### src/rtl/io_bus_pkg.sv
// rtl/io_bus_pkg.sv - shared types and constants for io_bus_bridge
// Contents: FSM state encoding, default I/O space tag, channel-index width.
package io_bus_pkg;

    typedef enum logic [1:0] {
        IDLE = 2'd0,
        MEM  = 2'd1,
        DONE = 2'd2
    } state_t;

    // Top two address bits that select I/O space unless overridden.
    localparam logic [1:0] IO_TAG_DEFAULT = 2'b11;

    // Channel index lives in adr[3:0].
    localparam int CH_IDX_W = 4;

endpackage

### src/rtl/io_reg_bank.sv
// rtl/io_reg_bank.sv - memory-mapped I/O register bank for io_bus_bridge
// Optional macro: IO_SYNC_EN (two-flop synchroniser on every io_in channel).
// Ports:
//   clk, rst     clock, synchronous active-high reset
//   wr_en        write request for the addressed channel (ignored if channel absent)
//   idx          channel index
//   wr_data      data written into the addressed io_out register
//   io_in        packed channel inputs, channel k at [k*DATA_W +: DATA_W]
//   rd_data      combinational read of the addressed channel, 0 if absent
//   ch_ok        addressed channel exists
//   io_out       packed output registers, same packing as io_in
//   io_wr        one-cycle write strobe per channel, aligned with io_out update
module io_reg_bank
    import io_bus_pkg::*;
#(
    parameter int DATA_W = 16,
    parameter int NUM_CH = 4
) (
    input  logic                       clk,
    input  logic                       rst,
    input  logic                       wr_en,
    input  logic [CH_IDX_W-1:0]        idx,
    input  logic [DATA_W-1:0]          wr_data,
    input  logic [NUM_CH*DATA_W-1:0]   io_in,
    output logic [DATA_W-1:0]          rd_data,
    output logic                       ch_ok,
    output logic [NUM_CH*DATA_W-1:0]   io_out,
    output logic [NUM_CH-1:0]          io_wr
);

    logic [NUM_CH*DATA_W-1:0] src;

`ifdef IO_SYNC_EN
    logic [NUM_CH*DATA_W-1:0] sync1;
    logic [NUM_CH*DATA_W-1:0] sync2;

    always_ff @(posedge clk) begin
        if (rst) begin
            sync1 <= '0;
            sync2 <= '0;
        end else begin
            sync1 <= io_in;
            sync2 <= sync1;
        end
    end

    assign src = sync2;
`else
    assign src = io_in;
`endif

    assign ch_ok = (int'(idx) < NUM_CH);

    always_comb begin
        rd_data = '0;
        for (int k = 0; k < NUM_CH; k++) begin
            if (idx == CH_IDX_W'(k)) begin
                rd_data = src[k*DATA_W +: DATA_W];
            end
        end
    end

    // Strobe is registered together with the data so both appear in the same cycle.
    always_ff @(posedge clk) begin
        if (rst) begin
            io_out <= '0;
            io_wr  <= '0;
        end else begin
            io_wr <= '0;
            for (int k = 0; k < NUM_CH; k++) begin
                if (wr_en && ch_ok && idx == CH_IDX_W'(k)) begin
                    io_out[k*DATA_W +: DATA_W] <= wr_data;
                    io_wr[k]                   <= 1'b1;
                end
            end
        end
    end

endmodule

### src/rtl/io_bus_bridge.sv
// rtl/io_bus_bridge.sv - CPU bus bridge splitting accesses between memory and I/O registers
// Optional macro: IO_SYNC_EN (synchronised io_in, handled inside io_reg_bank).
// Ports:
//   clk, rst                  clock, synchronous active-high reset
//   memread, memwrite         CPU request (both high = write)
//   adr, writedata            CPU address and write data
//   memdata                   registered read data, held until the next read completes
//   ready                     one-cycle completion pulse
//   busy                      FSM not idle
//   bus_err                   one-cycle pulse on access to a nonexistent I/O channel
//   mem_en, mem_we            memory enable / write enable, high only in MEM
//   mem_adr, mem_wdata        captured memory address / write data
//   mem_rdata                 memory read data
//   io_in, io_out, io_wr      I/O channel inputs, output registers, write strobes
module io_bus_bridge
    import io_bus_pkg::*;
#(
    parameter int          DATA_W  = 16,
    parameter int          ADDR_W  = 16,
    parameter logic [1:0]  IO_TAG  = IO_TAG_DEFAULT,
    parameter int          NUM_CH  = 4,
    parameter int          MEM_LAT = 1
) (
    input  logic                       clk,
    input  logic                       rst,
    input  logic                       memread,
    input  logic                       memwrite,
    input  logic [ADDR_W-1:0]          adr,
    input  logic [DATA_W-1:0]          writedata,
    output logic [DATA_W-1:0]          memdata,
    output logic                       ready,
    output logic                       busy,
    output logic                       bus_err,
    output logic                       mem_en,
    output logic                       mem_we,
    output logic [ADDR_W-1:0]          mem_adr,
    output logic [DATA_W-1:0]          mem_wdata,
    input  logic [DATA_W-1:0]          mem_rdata,
    input  logic [NUM_CH*DATA_W-1:0]   io_in,
    output logic [NUM_CH*DATA_W-1:0]   io_out,
    output logic [NUM_CH-1:0]          io_wr
);

    localparam int CNT_W = (MEM_LAT > 1) ? $clog2(MEM_LAT) : 1;

    state_t              state;
    logic [CNT_W-1:0]    cnt;
    logic                wr_q;
    logic                req;
    logic                is_io;
    logic                bank_wr_en;
    logic                ch_ok;
    logic [DATA_W-1:0]   bank_rdata;

    assign req   = memread | memwrite;
    assign is_io = (adr[ADDR_W-1 -: 2] == IO_TAG);
    assign busy  = (state != IDLE);

    // The bank commits the write on the acceptance edge, so io_out and io_wr
    // are visible in the DONE cycle together with ready.
    assign bank_wr_en = (state == IDLE) && memwrite && is_io;

    io_reg_bank #(
        .DATA_W (DATA_W),
        .NUM_CH (NUM_CH)
    ) u_bank (
        .clk     (clk),
        .rst     (rst),
        .wr_en   (bank_wr_en),
        .idx     (adr[CH_IDX_W-1:0]),
        .wr_data (writedata),
        .io_in   (io_in),
        .rd_data (bank_rdata),
        .ch_ok   (ch_ok),
        .io_out  (io_out),
        .io_wr   (io_wr)
    );

    always_ff @(posedge clk) begin
        if (rst) begin
            state     <= IDLE;
            cnt       <= '0;
            wr_q      <= 1'b0;
            memdata   <= '0;
            ready     <= 1'b0;
            bus_err   <= 1'b0;
            mem_en    <= 1'b0;
            mem_we    <= 1'b0;
            mem_adr   <= '0;
            mem_wdata <= '0;
        end else begin
            ready   <= 1'b0;
            bus_err <= 1'b0;
            case (state)
                IDLE: begin
                    if (req) begin
                        // A simultaneous read+write is treated as a write.
                        wr_q <= memwrite;
                        if (is_io) begin
                            state   <= DONE;
                            ready   <= 1'b1;
                            bus_err <= ~ch_ok;
                            if (!memwrite) begin
                                memdata <= bank_rdata;
                            end
                        end else begin
                            state     <= MEM;
                            cnt       <= CNT_W'(MEM_LAT - 1);
                            mem_en    <= 1'b1;
                            mem_we    <= memwrite;
                            mem_adr   <= adr;
                            mem_wdata <= writedata;
                        end
                    end
                end
                MEM: begin
                    if (cnt == '0) begin
                        state  <= DONE;
                        ready  <= 1'b1;
                        mem_en <= 1'b0;
                        mem_we <= 1'b0;
                        if (!wr_q) begin
                            memdata <= mem_rdata;
                        end
                    end else begin
                        cnt <= cnt - 1'b1;
                    end
                end
                DONE: begin
                    state <= IDLE;
                end
                default: begin
                    state <= IDLE;
                end
            endcase
        end
    end

endmodule

### config.mk
export PLATFORM = sky130hd
export DESIGN_NAME = io_bus_bridge
export DESIGN_NICKNAME = d
export VERILOG_FILES = /design/src/rtl/io_bus_pkg.sv /design/src/rtl/io_reg_bank.sv /design/src/rtl/io_bus_bridge.sv
export SDC_FILE = /design/constraint.sdc
export NUM_CORES = 1
export LEC_CHECK = 0
export ABC_AREA = 1
export ABC_CLOCK_PERIOD_IN_PS = 1800
export CORE_MARGIN = 1.5
export CORE_UTILIZATION = 43
export CTS_BUF_LIST = sky130_fd_sc_hd__clkbuf_8
export DETAILED_ROUTE_END_ITERATION = 6
export PLACE_DENSITY = 0.93
export SYNTH_ARGS = -nofsm -noshare
export SYNTH_HDL_FRONTEND = slang
export SYNTH_SLANG_ARGS = --single-unit
### constraint.sdc
create_clock -name clk -period 1.8 [get_ports clk]
set_input_delay 0.18 -clock clk [delete_from_list [all_inputs] [get_ports clk]]
set_output_delay 0.18 -clock clk [all_outputs]
set_load 0.005 [all_outputs]
## Word level (Yosys, flattened, before mapping)

Index checks and enable logic that the tools add are counted.

- Output and inout bits: 121
- Bits in registers: 124
- Logic and storage cells: 84
- Input bits: 116

- Magnitude comparators: 1
- Reductions and logical operators: 18
- Multiplexer cells: 33
- Equality and inequality tests: 11
- Add/sub/neg operators: 1
- Bitwise operators: 5

Operators with widths:

| cell | number |
|---|---|
| $mux 16 | 9 |
| $pmux 16 s2 | 1 |
| $mux 1 | 15 |
| $ne 2x2->1 const B | 6 |
| $eq 4x2->1 const B | 2 |
| $pmux 1 s2 | 4 |
| $logic_and 1x1->1 | 7 |
| $mux 2 | 3 |
| $reduce_and 3->1 | 2 |
| $reduce_and 6->1 | 1 |
| $eq 4x1->1 const B | 1 |
| $logic_not 4->1 | 1 |
| $lt 4x3->1 const B | 1 |
| $not 1->1 | 4 |
| $pmux 2 s2 | 1 |
| $reduce_and 2->1 | 2 |
| $reduce_and 4->1 | 1 |
| $reduce_bool 2->1 | 2 |
| $reduce_or 4->1 | 1 |
| $eq 2x1->1 const B | 1 |
| $eq 2x2->1 const B | 1 |
| $logic_not 2->1 | 1 |
| $or 1x1->1 | 1 |
| $sub 1x1->1 const B | 1 |

## Depth between registers and ports, before layout

- Word-level depth: 9
- Depth in mapped cells: 9
- Gate-level depth less buffers: 8

## Hierarchy

Synthesis repeated with hierarchy kept, for this count alone.

- Cells, all modules: 916
- Area total of the unflattened synthesis: 6,113.4 um^2

By module, submodules not included:

| module | cells an instance | instances | seq. area each (um^2) | area each (um^2) |
|---|---|---|---|---|
| io_reg_bank | 579 | 1 | 1,361.3 | 3,632.2 |
| io_bus_bridge | 337 | 1 | 1,101.1 | 2,481.1 |

## Worst setup path before layout

No wires, ideal clock.

- Path kind: register -> register
- Start: register state[0]
- End: register u_bank.io_out[22]
- Buffers on the path: 1
- Setup slack: 0.400 ns
- Cell stages (with the launch flop): 10
- Period minus slack after synthesis: 1.400 ns
- Arrival: 1.286 ns
- Library setup time: 0.113 ns
- Data required time: 1.687 ns
- Cells stage by stage: dfxtp_1 > nor2_2 > inv_2 > nor2_4 > nand3_2 > nor2_4 > inv_4 > buf_6 > nor2_1 > nor2_1

- Cells in the longest elaborated chain, start to end: 5

RTL lines:

| element | line | source |
|---|---|---|
| start: declaration | io_bus_bridge.sv:46 | `state_t state;` |
| start signal: assignment | io_bus_bridge.sv:81 | `state <= IDLE;` |
| start signal: assignment | io_bus_bridge.sv:100 | `state <= DONE;` |
| start signal: assignment | io_bus_bridge.sv:107 | `state <= MEM;` |
| $logic_not 2->1 | io_bus_bridge.sv:61 | `assign bank_wr_en = (state == IDLE) && memwrite && is_io;` |
| $logic_and 1x1->1 (2 in a row) | io_bus_bridge.sv:61 |  |
| $logic_and 1x1->1 (2 in a row) | io_reg_bank.sv:71 | `if (wr_en && ch_ok && idx == CH_IDX_W'(k)) begin` |
| end signal: indexed assignment | io_reg_bank.sv:72 | `io_out[k*DATA_W +: DATA_W] <= wr_data;` |
| end: declaration | io_reg_bank.sv:27 | `output logic [NUM_CH*DATA_W-1:0] io_out,` |

Every way passes these cells.
A chain may end at the register's enable or synchronous reset.

## Final worst setup path

- Start: register state[1]
- End: output port busy

- Cells in the longest elaborated chain, start to end: 1

RTL lines:

| element | line | source |
|---|---|---|
| $reduce_bool 2->1 | io_bus_bridge.sv:57 | `assign busy = (state != IDLE);` |
| end: declaration | io_bus_bridge.sv:32 | `output logic busy,` |

Every way passes these cells.

==> metrics.md <==
| Metric | Value |
|---|---|
| Status | finished clean |
| Unrepaired setup endpoints after global routing | no |
| Leading area contributor after synthesis | dfxtp_1 |
| Avg Inst Size Synth | 7.015 um2 |
| Root buf cell | clkbuf_8 |
| DP Worst Slack | -78.05 ps |
| Worst path required time | 1620 ps |
| Final WS setup | 93.18 ps |
| GRT Util Overall | 26.07% |
| Worst hold slack | 387.9 ps |
| RePlAce Congestion | 0.8916 |
| Antenna viol nets, final | 0 |
| Drc violations | 0 |
| Clock skew | 14.62 ps |
| Worst slew margin | 76.20% |
| Area growth syn-to-layout | 56.93% |
| Antenna violations before repair | 0 |
| Die Ht | 113.6 um |
| Worst Setup Start Kind | flip-flop |
| Slew Viols, Final | 0 |
| Die X | 113.6 um |
| Uppermost layer routed | met4 |
| Synth Warn # | 0 |
| Worst vdd ir | 0.3994 mV |
| Total power draw | 6.304 mW |
| CTS Buffer Depth | 2 |
| Fill cell count | 923 |
| DIE AREA | 12,910 um2 |
| Hold Crit Class | in -> reg |
| N_diodes | 0 |
| Max H-tree Level | 4 |
| DR pass1 iterations | 6 |
| Final TNS setup | 0 ps |
| Final Net Count | 1,104 |
| Slew @ Worst Pin | 357.0 ps |
| Layout cell share with drive strength beyond 1 | 8.092% |
| Fin cells | 1,148 |
| CTS Sinks | 123 |
| Post-synthesis sequential area ratio | 46.80% |
| Flops & latches, synth | 123 |
| Vias in the first global route | 5,523 |
| WS Path Type | reg -> out |
| Fmax | 585.9 MHz |
| Port bufs | 236 |
| Finished Cell Area | 8257 um2 |
| Total power density per cell area | 763.5 nW/um2 |
| CTS tree | built |
| Io pins | 237 |
| Placed Instances | 1,116 |
| Critical-path maximum fanout | 4 |
| Pleak | 3.407 nW |
| Tmin final | 1707 ps |
| WP data arrival | 1530 ps |
| Met2 WL | 8.258 mm |
| Final core occ | 69.03% |
| Num rows | 40 |
| Initial DRC count | 489 |
| Skew-Pair Late Insertion Delay | 430 ps |
| Area after DPL | 7889 um2 |
| Post-DP HPWL | 12.58 mm |
| Largest net degree at the start of global routing | 75 |
| Maxcap violations | 0 |
| Clock-pin slew on the worst setup and hold paths | 80 ps |
| M1 wire length | 6.257 mm |
| Vias post-DR | 5,904 |
| First-pass GRT wire length | 26.45 mm |
| Count of final setup violators | 0 |
| Via density | 5.143 |
| Core area | 11,960 um2 |
| Synth top area share | 46.80% |
| Syn Std Cell Area | 5261 um2 |
| Post-synth cell types | 25 |
| Type of destination of the critical path | output port |
| Final wirelength | 16.80 mm |
| Num CTS Buffers | 17 |
| Total gr overflow | 0 |
| Period utilization | 94.82% |
| Initial core utilization | 43.99% |
| Mapped Cells | 750 |
| Final Hold Vio Count | 0 |
| Routed WL per cell | 14.64 um |
| Syn nets | 866 |
| Met3 routed WL | 1.612 mm |
| Synth top area cells | dfxtp_1 (47%), nor2_1 (13%), o21ai_0 (8.3%) |
-- timing repair --
item                                    4_1_cts  5_1_grt
endpoints found under the setup margin        0        1
gates resized for setup                       0        2
hold buffers                                  0        0
setup buffers                                 0        0
-- layer usage --
layer	track usage, %	vias to the layer above
li1	-	2864
met1	28.06	2638
met2	46.39	356
met3	6.961	46
met4	14.50	0
met5	0	-
-- cell usage in the layout, fill, tap and decap left out, types with 6 or more instances in the layout --
cell and count:
nor2_1 182, o21ai_1 10, nand3_1 50, dfxtp_1 122, o21ai_0 87, clkdlybuf4s50_1 236
clkbuf_8 18, a21oi_1 51, clkinv_2 6, nand2_1 92, buf_4 16, inv_1 69
buf_12 10, nor3_1 17
-- synthesized netlist by cell type, drive strengths merged --
library cell	count
nand3	52
nand4	5
dfxtp	123
nor3	17
clkbuf	19
a211oi	2
clkinv	4
inv	74
nand2	93
o21ai	97
a21oi	51
buf	24
nor2	189
-- critical path, stage by stage (launching register included) --
cell and delay (ps):
dfxtp_1 380, nor2_4 60, inv_2 100, clkdlybuf4s50_1 550
-- report_power, final --
| part | internal [mW] | leakage (nW) | switching, mW |
|---|---|---|---|
| clock network | 1.02 | 0.184 | 1.22 |
| logic | 0.622 | 2.22 | 0.541 |
| registers | 2.84 | 1.00 | 0.0645 |
-- worst paths after layout --
kind / endpoint / startpoint / slack [ps] / depth (start not counted)
max: busy / state[1]$_SDFFE_PP0P_ / 90 / 3
min: mem_adr[4]$_SDFFE_PP0P_ / adr[4] / 390 / 3
max reg2reg: u_bank.io_out[15]$_SDFFE_PP0P_ / state[0]$_SDFFE_PP0P_ / 280 / 8
min reg2reg: mem_adr[3]$_SDFFE_PP0P_ / mem_adr[3]$_SDFFE_PP0P_ / 440 / 2
-- final cells by class --
type	instances	area (um2)	area share (%)
repair buffers	262	2683	32.49
well taps	147	183.9	2.228
clock inverters	14	113.9	1.379
multi-input cells	506	2266	27.44
flip-flops and latches	123	2464	29.84
clock buffers	18	247.7	3.000
inverters	78	299.0	3.622
-- flip-flops by register name (all words and copies together), names as in the netlist --
| signal | count |
|---|---|
| bus_err | 1 |
| mem_adr | 16 |
| mem_en | 1 |
| mem_wdata | 16 |
| mem_we | 1 |
| memdata | 16 |
| ready | 1 |
| state | 2 |
| u_bank.io_out | 64 |
| u_bank.io_wr | 4 |
| wr_q | 1 |
-- cells by family (layout without fill, tap and decap cells) --
| family | Yosys count | count (layout) | share of synthesized area [%] |
|---|---|---|---|
| AND/OR/NAND/NOR | 356 | 356 | 28.51 |
| AO/OA/AOI/OAI | 150 | 150 | 14.36 |
| flip-flops | 123 | 123 | 46.80 |
| buffers and inverters | 121 | 372 | 10.32 |
(Power assumes the default switching activity.)
